`src/rtl/div_defs_pkg.sv`:
```
// Shared definitions for the sequential signed divider: state encoding,
// default operand width and the step-counter width helper.
package div_defs;

  typedef enum logic [1:0] {
    ST_IDLE = 2'd0,
    ST_RUN  = 2'd1,
    ST_FIX  = 2'd2
  } state_t;

  localparam int DIV_WIDTH = 32;

  function automatic int cnt_width(input int w);
    return (w > 1) ? $clog2(w) : 1;
  endfunction

  localparam int DIV_CNT_W = cnt_width(DIV_WIDTH);

endpackage

```
`src/rtl/div_step.sv`:
```
// One restoring-division iteration: shift {R,Q} left, trial-subtract the
// divisor, keep the difference and set the quotient bit when it does not borrow.
module div_step #(
  parameter int WIDTH = 32
) (
  input  logic [WIDTH:0]   i_rem,
  input  logic [WIDTH-1:0] i_quo,
  input  logic [WIDTH-1:0] i_dvs,
  output logic [WIDTH:0]   o_rem,
  output logic [WIDTH-1:0] o_quo
);

  logic [WIDTH:0] w_rem_sh;
  logic [WIDTH:0] w_diff;
  logic           w_unused_msb;

  // R stays below the divisor between steps, so its top bit is always zero
  // and the shifted value still fits in WIDTH+1 bits.
  assign w_unused_msb = i_rem[WIDTH];
  assign w_rem_sh     = {i_rem[WIDTH-1:0], i_quo[WIDTH-1]};
  assign w_diff       = w_rem_sh - {1'b0, i_dvs};

  assign o_rem = w_diff[WIDTH] ? w_rem_sh : w_diff;
  assign o_quo = {i_quo[WIDTH-2:0], ~w_diff[WIDTH]};

endmodule

```
`src/rtl/div_seq_ctrl.sv`:
```
// Multicycle signed divide sequencer (one restoring step per clock) feeding HI/LO.
// Optional macro DIV_ZERO_TRAP_EN: zero divisor short-cuts to FIX and flags div_zero.
module div_seq_ctrl
  import div_defs::*;
#(
  parameter int WIDTH = DIV_WIDTH
) (
  input  logic             clock,
  input  logic             clear,
  input  logic             start,
  input  logic [WIDTH-1:0] dividend,
  input  logic [WIDTH-1:0] divisor,
  output logic             busy,
  output logic             done,
  output logic [WIDTH-1:0] lo,
  output logic [WIDTH-1:0] hi,
  output logic             div_zero
);

  localparam int CW = cnt_width(WIDTH);
  localparam logic [CW-1:0] CNT_LAST = CW'(WIDTH - 1);

  state_t           r_state;
  logic [CW-1:0]    r_cnt;
  logic [WIDTH:0]   r_rem;
  logic [WIDTH-1:0] r_quo;
  logic [WIDTH-1:0] r_dvs;
  logic             r_sn_dd;
  logic             r_sn_dv;
  logic             r_busy;
  logic             r_done;
  logic [WIDTH-1:0] r_lo;
  logic [WIDTH-1:0] r_hi;
`ifdef DIV_ZERO_TRAP_EN
  logic             r_zero;
  logic             r_dz;
`endif

  logic [WIDTH-1:0] w_abs_dd;
  logic [WIDTH-1:0] w_abs_dv;
  logic [WIDTH:0]   w_rem_nx;
  logic [WIDTH-1:0] w_quo_nx;

  // Magnitudes as unsigned: the most negative value maps onto itself.
  assign w_abs_dd = dividend[WIDTH-1] ? (~dividend + 1'b1) : dividend;
  assign w_abs_dv = divisor[WIDTH-1]  ? (~divisor + 1'b1)  : divisor;

  div_step #(.WIDTH(WIDTH)) u_step (
    .i_rem (r_rem),
    .i_quo (r_quo),
    .i_dvs (r_dvs),
    .o_rem (w_rem_nx),
    .o_quo (w_quo_nx)
  );

  always_ff @(posedge clock or posedge clear) begin
    if (clear) begin
      r_state <= ST_IDLE;
      r_cnt   <= '0;
      r_rem   <= '0;
      r_quo   <= '0;
      r_dvs   <= '0;
      r_sn_dd <= 1'b0;
      r_sn_dv <= 1'b0;
      r_busy  <= 1'b0;
      r_done  <= 1'b0;
      r_lo    <= '0;
      r_hi    <= '0;
`ifdef DIV_ZERO_TRAP_EN
      r_zero  <= 1'b0;
      r_dz    <= 1'b0;
`endif
    end else begin
      r_done <= 1'b0;
`ifdef DIV_ZERO_TRAP_EN
      r_dz   <= 1'b0;
`endif
      case (r_state)
        ST_IDLE: begin
          if (start) begin
            r_sn_dd <= dividend[WIDTH-1];
            r_sn_dv <= divisor[WIDTH-1];
            r_dvs   <= w_abs_dv;
            r_quo   <= w_abs_dd;
            r_rem   <= '0;
            r_cnt   <= '0;
            r_busy  <= 1'b1;
`ifdef DIV_ZERO_TRAP_EN
            r_zero  <= (divisor == '0);
            r_state <= (divisor == '0) ? ST_FIX : ST_RUN;
`else
            r_state <= ST_RUN;
`endif
          end
        end
        ST_RUN: begin
          r_rem <= w_rem_nx;
          r_quo <= w_quo_nx;
          r_cnt <= r_cnt + 1'b1;
          if (r_cnt == CNT_LAST) r_state <= ST_FIX;
        end
        ST_FIX: begin
`ifdef DIV_ZERO_TRAP_EN
          // Q still holds |dividend|, so re-applying its sign returns it unchanged.
          if (r_zero) begin
            r_lo <= '1;
            r_hi <= r_sn_dd ? (~r_quo + 1'b1) : r_quo;
            r_dz <= 1'b1;
          end else begin
            r_lo <= (r_sn_dd ^ r_sn_dv) ? (~r_quo + 1'b1) : r_quo;
            r_hi <= r_sn_dd ? (~r_rem[WIDTH-1:0] + 1'b1) : r_rem[WIDTH-1:0];
          end
`else
          r_lo <= (r_sn_dd ^ r_sn_dv) ? (~r_quo + 1'b1) : r_quo;
          r_hi <= r_sn_dd ? (~r_rem[WIDTH-1:0] + 1'b1) : r_rem[WIDTH-1:0];
`endif
          r_done  <= 1'b1;
          r_busy  <= 1'b0;
          r_state <= ST_IDLE;
        end
        default: r_state <= ST_IDLE;
      endcase
    end
  end

  assign busy = r_busy;
  assign done = r_done;
  assign lo   = r_lo;
  assign hi   = r_hi;
`ifdef DIV_ZERO_TRAP_EN
  assign div_zero = r_dz;
`else
  assign div_zero = 1'b0;
`endif

endmodule

```
`config.mk`:
```
export PLATFORM = sky130hd
export DESIGN_NAME = div_seq_ctrl
export DESIGN_NICKNAME = d
export VERILOG_FILES = /design/src/rtl/div_defs_pkg.sv /design/src/rtl/div_step.sv /design/src/rtl/div_seq_ctrl.sv
export SDC_FILE = /design/constraint.sdc
export NUM_CORES = 1
export LEC_CHECK = 0
export BUFFER_PORTS_ARGS = -buffer_cell sky130_fd_sc_hd__buf_2
export CAP_MARGIN = 20
export CORE_MARGIN = 3
export CORE_UTILIZATION = 50
export DETAILED_ROUTE_END_ITERATION = 10
export HOLD_SLACK_MARGIN = 0.12
export PLACE_DENSITY = 0.7
export SYNTH_ARGS = -nofsm -noshare
export SYNTH_HDL_FRONTEND = slang
export SYNTH_SLANG_ARGS = --single-unit
```
`constraint.sdc`:
```
create_clock -name clock -period 12.5 [get_ports clock]
set_input_delay 2.5 -clock clock [delete_from_list [all_inputs] [get_ports clock]]
set_output_delay 2.5 -clock clock [all_outputs]
set_load 0.01 [all_outputs]
```
==> run_results.csv, run 1 <==
group,metric,value,unit
global_routing,grt_overflow,0,
job,max_cap_violations,0,
route,vias_per_cell,5.688,
timing,setup_viol,0,
die,num_io_pins,134,
global_routing,grt_max_degree,123,
clocking,path_clk_slew,0.07,ns
die,core-area,21420,µm²
timing,finalHoldViolations,0,
global_routing,antenna_found_initial,0,
clocking,clock_sinks,171,
critical_path,setup.worst_path.start_class,"input pin",
route,wirelength,27420,µm
clocking,cts_tree,"yes",
timing,drv_slew,0,
placement,io_buffers,132,
placement,place_congestion,0.9195,
synthesis,synth_seq_cells,171,
clocking,clock_latency,0.43,ns
placement,hpwl,19920,µm
global_routing,grt_pass1_wl,45330,µm
die,rows,53,
power,power,3.688,mW
timing,skew,0.009445,ns
global_routing,grt_pass1_vias,8829,
synthesis,synth_warnings,0,
timing,period_share,39.18,%
route,post-route-drc-count,0,
power,power_density,295.3,nW/µm²
final_layout,fin_util,58.31,%
clocking,post_cts_resized,0,
route,route.vias.total,9511,
run_status,outcome,"completed",
timing,grt_setup_unrepaired,"no",
critical_path,endpoint_kind,"flip-flop",
route,wire_per_inst,16.40,µm
route,drtPass1Iterations,5,
synthesis,synth_edf_count,0,
route,drtIter0Drc,702,
synthesis,synthesis.nets,1401,
die,dieHeight,154.9,µm
critical_path,cp_data_arrival_time,5.19,ns
critical_path,critPathKind,"input pin to flip-flop",
clocking,cts_root_buffer,"clkbuf_16",
final_layout,syn_to_final_growth,12.69,%
clocking,cts_made_buffers,17,
timing,slew_headroom,28.98,%
timing,worst_pin_slew,1.065,ns
synthesis,ys_async_sr_fraction,100.0,%
critical_path,worst_ep_required_time,12.79,ns
route,ant_nets,0,
die,start_util,51.74,%
timing,clock.fmax,0.2042,GHz
die,dieArea,23990,µm²
synthesis,synth_cells,1295,
synthesis,ys.flop_type,"dfrtp_1",
synthesis,synth_area,11080,µm²
final_layout,fill_cells,1959,
clocking,h-tree-depth,4,
die,die_w,154.9,µm
final_layout,antennaDiodeCount,0,
final_layout,layout.nets,1490,
synthesis,syn_area_per_cell,8.558,µm²
power,peakVddDrop,0.1287,mV
final_layout,drive_gt1_share,13.89,%
clocking,cts_setup_buffers,0,
synthesis,synth-seq-area-share,38.61,%
clocking,cts_buffer_depth,2,
global_routing,track_usage,22.97,%
worst_hold_path,min_path_type,"flip-flop to flip-flop",
power,power_leakage,5.738,nW
clocking,hold_buffers,0,
synthesis,synth_cell_types,71,
timing,fin_crit,4.898,ns
timing,fin_tns_setup,0,ns
critical_path,worstPathMaxFanout,5,
## power breakdown
part           total (mW)  switching, mW  internal, mW
combinational        2.13           1.22         0.913
clock               0.526          0.240         0.286
sequential           1.03          0.265         0.767
total                3.69           1.72          1.97
## cell usage in the layout (no fill, tap or decap), drive strengths merged, types with 16 or more instances in the layout
cell type / count
o21ai: 199
nand2: 172
dfrtp: 171
buf: 142
xor2: 102
inv: 60
a21oi: 58
nand3: 54
nor2: 50
xnor2: 40
ha: 38
mux2i: 32
o31ai: 30
a22oi: 28
a21o: 20
nor3: 19
clkbuf: 19
o41ai: 16
nand2b: 16
## final cells by class
| class | count | area, µm² | area share (%) |
|---|---|---|---|
| clock buffer | 19 | 442.9 | 3.546 |
| clock inverter | 13 | 131.4 | 1.052 |
| inverter | 53 | 203.9 | 1.633 |
| sequential | 171 | 4279 | 34.26 |
| timing repair buffer | 142 | 755.7 | 6.051 |
| tap | 275 | 344.1 | 2.755 |
| multi-input combinational | 999 | 6332 | 50.70 |
## critical path, cell delays in order
cell	delay, ns
buf_2	0.11
or4_1	0.53
or4_4	0.44
or2_1	0.29
nand2b_4	0.16
nand2b_4	0.16
or3_4	0.42
o41ai_2	0.32
xor2_1	0.19
o21ai_1	0.07
## state kept, by name, indices dropped and copies added, names as in the netlist
signal   count
done         1
hi          32
r_sn_dv      1
lo          32
r_quo       32
busy         1
r_dvs       32
r_rem       32
r_state      2
r_sn_dd      1
r_cnt        5
## final timing paths
| check | start | to | slack, ns | depth (start not counted) |
|---|---|---|---|---|
| worst max-delay path | divisor[0] | r_dvs[29]$_DFFE_PP0P_ | 7.60 | 10 |
| worst min-delay path | lo[15]$_DFFE_PP0P_ | lo[15]$_DFFE_PP0P_ | 0.47 | 2 |
| worst max register to register | r_quo[31]$_DFFE_PP0P_ | r_rem[13]$_DFFE_PP0P_ | 8.37 | 12 |
| worst min register to register | lo[15]$_DFFE_PP0P_ | lo[15]$_DFFE_PP0P_ | 0.47 | 2 |
| max in group asynchronous | clear | r_dvs[27]$_DFFE_PP0P_ | 8.79 | 3 |
| min in group asynchronous | clear | lo[15]$_DFFE_PP0P_ | 2.26 | 2 |
## cell usage after synthesis, types with 13 or more instances
cell / n / area share (%)
a21o_1: 20 / 1.4
a21oi_1: 58 / 2.6
a22oi_1: 28 / 1.9
clkbuf_1: 61 / 2.1
dfrtp_1: 171 / 39
ha_1: 38 / 4.3
inv_1: 52 / 1.8
mux2i_1: 32 / 2.9
nand2_1: 172 / 5.8
nand2b_1: 14 / 0.79
nand3_1: 54 / 2.4
nor2_1: 50 / 1.7
nor2b_1: 13 / 0.73
nor3_1: 19 / 0.86
o21ai_0: 198 / 8.9
o31ai_1: 30 / 2.0
o41ai_1: 15 / 1.2
xnor2_1: 40 / 3.2
xor2_1: 102 / 8.1
## cell families (layout without fill, tap and decap cells)
kind of cell / Yosys count / count (layout) / synth area share (%)
compound gates: 392 / 392 / 21.20
simple gates: 392 / 392 / 16.96
flops: 171 / 171 / 38.61
xor+xnor: 142 / 142 / 11.22
buf+inv: 125 / 227 / 4.516
fa+ha+maj: 39 / 39 / 4.471
mux: 33 / 33 / 2.992
other cells: 1 / 1 / 0.03384
## routing by layer
metal,vias to the layer above,global-route usage [%],part of all wire [%],routed length [µm]
met2,239,33.96,43,11820
met4,0,5.845,1.5,401
met3,26,2.837,4.7,1292
met5,-,0,0,0
li1,4784,-,-,-
met1,4462,35.78,51,13910
## through the flow
stage | cells | worst slack, ns | area, µm² | hold slack, ns
floorplan | 1295 | 5.368 | 11080 | 0.4484
global placement | 1638 | 7.194 | 11880 | 0.4551
detailed placement | 1638 | 7.140 | 11880 | 0.4650
CTS | 1670 | 7.606 | 12450 | 0.4807
global route | 1672 | 7.361 | 12490 | 0.5039
finish | 1672 | 7.602 | 12490 | 0.4708
Note: power is estimated with default switching activity, not from simulation.
==> inputs of run 2 (changes only) <==
Clock period 12.5 ns to 5 ns, I/O delays scaled along.
==> run 2 against run 1 <==
Routed wire length shrank 0.68%. Core utilization rose by 0.17 points. Final cell count is 0.30% higher. Clock power is 150% higher. Sequential share of layout area down 0.099 points. Total power up 150%. Critical path depth unchanged. Largest power group unchanged. Register-to-register slack lost 6.7 ns. Sequential power grew 150%. Global-route usage about the same.
==> run_results.csv, run 2 (synthesized netlist as in run 1, its figures left out) <==
group,metric,value,unit
run_status,outcome,"completed",
route,drtIter0Drc,577,
critical_path,regToRegSetupSlack,1.64,ns
global_routing,grt_max_degree,123,
power,power_leakage,5.747,nW
route,post-route-drc-count,0,
timing,skew,0.009212,ns
timing,timing.hold.ws,0.4598,ns
clocking,cts_buffer_depth,2,
final_layout,layout_common_cells,"o21ai_0 (198), nand2_1 (171), dfrtp_1 (171), buf_2 (132), xor2_1 (102)",
route,drtPass1Iterations,5,
final_layout,layoutNonFillerInstCount,1677,
clocking,clock_latency,0.43,ns
global_routing,antenna_found_initial,1,
critical_path,worstPathMaxFanout,5,
route,wirelength,27240,µm
timing,fin_crit,3.416,ns
die,rows,53,
global_routing,grt_pass1_wl,45170,µm
critical_path,cp_data_arrival_time,3.69,ns
clocking,clock_sinks,171,
placement,placed_area,11920,µm²
timing,drv_slew,0,
timing,fin_tns_setup,0,ns
timing,finalHoldViolations,0,
clocking,path_clk_slew,0.07,ns
final_layout,layout.nets,1495,
die,core-area,21420,µm²
route,wire_per_inst,16.24,µm
die,dieArea,23990,µm²
final_layout,drive_gt1_share,14.06,%
route,route.vias.total,9559,
critical_path,endpoint_kind,"flip-flop",
clocking,h-tree-depth,4,
placement,place_congestion,0.9291,
power,power,9.207,mW
timing,worst_pin_slew,0.8804,ns
global_routing,grt_pass1_vias,8822,
timing,slew_headroom,41.17,%
power,peakVddDrop,0.3366,mV
clocking,cts_tree,"yes",
clocking,post_cts_resized,0,
global_routing,grt_overflow,0,
critical_path,critPathKind,"input pin to flip-flop",
die,start_util,51.74,%
critical_path,setup.worst_path.start_class,"input pin",
global_routing,track_usage,22.96,%
clocking,hold_buffers,0,
timing,grt_setup_unrepaired,"no",
timing,setup_viol,0,
die,dieHeight,154.9,µm
placement,io_buffers,132,
timing,period_share,68.32,%
die,die_w,154.9,µm
timing,clock.fmax,0.2927,GHz
route,vias_per_cell,5.700,
final_layout,layout_commonest_cell,"o21ai_0",
route,ant_nets,0,
job,max_cap_violations,0,
final_layout,syn_to_final_growth,13.02,%
clocking,cts_made_buffers,17,
worst_hold_path,min_path_type,"input pin to asynchronous set/reset pin",
critical_path,worst_ep_required_time,5.27,ns
final_layout,final_cell_area,12530,µm²
clocking,cts_root_buffer,"clkbuf_16",
die,num_io_pins,134,
placement,dp.cells,1643,
power,power_density,735.1,nW/µm²
placement,hpwl,20060,µm
clocking,cts_setup_buffers,0,
run 2: worst paths after layout:
path	from	end	depth (start not counted)
max in group asynchronous	clear	r_rem[12]$_DFFE_PP0P_	3
hold / removal	clear	lo[18]$_DFFE_PP0P_	2
setup / recovery	dividend[4]	r_quo[29]$_DFFE_PP0P_	10
hold reg to reg	lo[23]$_DFFE_PP0P_	lo[23]$_DFFE_PP0P_	2
setup reg to reg	r_rem[9]$_DFFE_PP0P_	r_rem[29]$_DFFE_PP0P_	10
min in group clock	lo[23]$_DFFE_PP0P_	lo[23]$_DFFE_PP0P_	2
run 2: critical path, cell delays in order:
cell and delay [ns]:
buf_2 0.12, or4_1 0.57, nor3_1 0.42, nor2b_1 0.29, nand4_1 0.20, or3b_2 0.57
nor3_1 0.21, nor3b_1 0.09, a21oi_1 0.12, o211ai_1 0.10
run 2: routing by layer:
metal	routed length [µm]	GRT usage (%)	vias up
li1	-	-	4791
met1	13500	35.17	4474
met2	11610	33.65	261
met3	1700	3.811	33
met4	427	6.308	0
met5	0	0	-
run 2: stage by stage:
stage / util, % / setup slack [ns]
2_1_floorplan: - / 1.454
3_3_place_gp: 55.63 / 1.203
3_5_place_dp: 55.63 / 1.166
4_1_cts: 58.30 / 1.616
5_1_grt: 58.48 / 1.414
6_report: 58.48 / 1.584
run 2: power by group:
group	switching [mW]	total [mW]	internal [mW]	leakage, nW
sequential	0.620	2.54	1.92	2.03
combinational	3.07	5.36	2.29	3.45
clock	0.565	1.30	0.740	0.272
total	4.26	9.21	4.95	5.75
run 2: area by class of cell:
class                           count  area (µm²)
Multi-Input combinational cell    999        6332
Tap cell                          275       344.1
Fill cell                        1971        8894
Sequential cell                   171        4279
Antenna cell                        1       2.502
Inverter                           53       202.7
Clock buffer                       19       432.9
Timing Repair Buffer              147       793.3
Clock inverter                     12       138.9
==> inputs of run 3 (changes only) <==
Clock period 5 ns to 3.2 ns, I/O delays scaled along.
==> run 3 against run 2 <==
Die area stayed put. Combinational power is 82% higher. Sequential power is 46% higher. Largest power group unchanged.
==> run_results.csv, run 3 (synthesized netlist as in run 1, its figures left out) <==
group,metric,value,unit
job,max_cap_violations,0,
critical_path,setup.worst_path.start_class,"flip-flop",
route,drtIter0Drc,677,
critical_path,cp_common_cell,"o21ai_0",
critical_path,startpoint,"r_dvs[12]$_DFFE_PP0P_",
critical_path,cp_data_arrival_time,3.26,ns
final_layout,antennaDiodeCount,0,
timing,finalHoldViolations,0,
critical_path,cp_cell_sequence,"inv_1 > ha_1 > buf_4 > a21o_1 > a31oi_1 > nand3b_1 > a311o_1 > a41oi_1 > o21ai_0 > xor2_1 > mux2i_1 > o21ai_0",
global_routing,grt_overflow,0,
clocking,hold_buffers,0,
die,core-area,21420,µm²
final_layout,layout.nets,1566,
clocking,path_clk_slew,0.07,ns
global_routing,antenna_found_initial,0,
timing,timing.hold.ws,0.2576,ns
route,ant_nets,0,
power,power_leakage,6.142,nW
timing,clock.fmax,0.3347,GHz
clocking,cts_root_buffer,"clkbuf_16",
timing,grt_setup_unrepaired,"no",
worst_hold_path,min_path_type,"input pin to asynchronous set/reset pin",
timing,fin_crit,2.988,ns
timing,drv_slew,0,
global_routing,track_usage,24.25,%
timing,skew,0.009639,ns
route,post-route-drc-count,0,
run_status,outcome,"completed",
critical_path,endpoint_kind,"flip-flop",
critical_path,reg2reg_from,"r_dvs[12]$_DFFE_PP0P_",
clocking,post_cts_resized,0,
clocking,cts_setup_buffers,0,
clocking,clock_sinks,171,
critical_path,cpPeakStageDelay,0.38,ns
placement,hpwl,21720,µm
die,start_util,51.74,%
die,dieHeight,154.9,µm
route,vias_per_cell,5.669,
global_routing,grt_pass1_wl,47780,µm
route,drtPass1Iterations,5,
clocking,clock_latency,0.43,ns
critical_path,cp_slowest_cell,"dfrtp_1",
final_layout,layout_commonest_cell,"o21ai_0",
placement,io_buffers,132,
final_layout,fill_cells,1934,
critical_path,worst_r2r_endpoint,"r_rem[23]$_DFFE_PP0P_",
critical_path,worstPathMaxFanout,7,
final_layout,drive_gt1_share,18.94,%
critical_path,rr_worst_depth,12,
critical_path,worstSetupEndpoint,"r_rem[23]$_DFFE_PP0P_",
power,power_density,1186,nW/µm²
critical_path,regToRegSetupSlack,0.21,ns
global_routing,grt_max_degree,85,
clocking,cts_tree,"yes",
timing,setup_viol,0,
timing,period_share,93.38,%
die,num_io_pins,134,
route,wirelength,28860,µm
timing,worst_pin_slew,0.7215,ns
critical_path,worst_ep_required_time,3.47,ns
timing,slew_headroom,51.90,%
route,wire_per_inst,16.51,µm
placement,dp_slack,-0.1208,ns
die,rows,53,
final_layout,syn_to_final_growth,19.14,%
final_layout,layout_common_cells,"o21ai_0 (196), nand2_1 (171), dfrtp_1 (171), buf_2 (132), xor2_1 (102)",
die,die_w,154.9,µm
power,peakVddDrop,0.5242,mV
clocking,cts_buffer_depth,2,
timing,setup_ws,0.2120,ns
global_routing,grt_pass1_vias,9374,
die,dieArea,23990,µm²
placement,place_congestion,0.9210,
route,route.vias.total,9909,
critical_path,critPathKind,"flip-flop to flip-flop",
clocking,h-tree-depth,4,
clocking,cts_made_buffers,17,
## run 3: cell count changes in the layout (fill, tap and decap cells not counted), sizes merged
cell      previous run  this run
inv                 55        59
bufinv               2         3
diode                1         0
buf                147       218
clkinvlp             4         2
clkbuf              19        17
## run 3: where the power goes
part	internal (mW)	switching, mW
sequential	3.00	0.704
combinational	4.29	5.43
clock	1.26	0.958
total	8.56	7.10
## run 3: layer usage
metal  up-vias  GRT usage [%]  wire length (µm)
li1       4931              -                 -
met1      4671          36.77             14130
met2       277          36.86             12790
met3        30          3.255              1462
met4         0          6.056               471
met5         -              0                 0
## run 3: worst min-delay path by stage
stage | start | to | cells past startpoint | slack, ns
4_1_cts | clear | lo[15]$_DFFE_PP0P_ | 2 | 0.25
6_report | clear | lo[15]$_DFFE_PP0P_ | 2 | 0.26
3_3_place_gp | lo[23]$_DFFE_PP0P_ | lo[23]$_DFFE_PP0P_ | 2 | 0.45
5_1_grt | clear | lo[15]$_DFFE_PP0P_ | 2 | 0.29
2_1_floorplan | r_dvs[26]$_DFFE_PP0P_ | r_dvs[26]$_DFFE_PP0P_ | 2 | 0.45
3_5_place_dp | hi[13]$_DFFE_PP0P_ | hi[13]$_DFFE_PP0P_ | 2 | 0.47
## run 3: worst max-delay path, delay by kind of cell, from the launching register on
kind | cells | cell delay [ns]
AO/OA/AOI/OAI | 6 | 1.44
AND/OR/NAND/NOR | 1 | 0.12
adder cells (fa/ha/maj) | 1 | 0.26
XOR/XNOR | 1 | 0.21
multiplexers | 1 | 0.14
buffers and inverters | 2 | 0.28
flip-flops | 1 | 0.38
## run 3: per-stage QoR
step                setup TNS [ns]  instances  instance area, µm²  util, %  total power [mW]
floorplan                        0       1295               11090        -             10.27
global placement           -0.1418       1716               12530    58.52             13.00
detailed placement         -0.2113       1716               12530    58.52             13.23
CTS                              0       1748               13170    61.47             15.53
global route                     0       1748               13200    61.65             16.99
finish                           0       1748               13200    61.65             15.65
## run 3: cell type report
class | count | area [µm²] | share of cell area [%]
inverter | 53 | 202.7 | 1.535
sequential | 171 | 4279 | 32.41
tap | 275 | 344.1 | 2.606
clock inverter | 15 | 206.4 | 1.564
timing repair buffer | 218 | 1381 | 10.46
multi-input combinational | 999 | 6365 | 48.20
clock buffer | 17 | 425.4 | 3.222
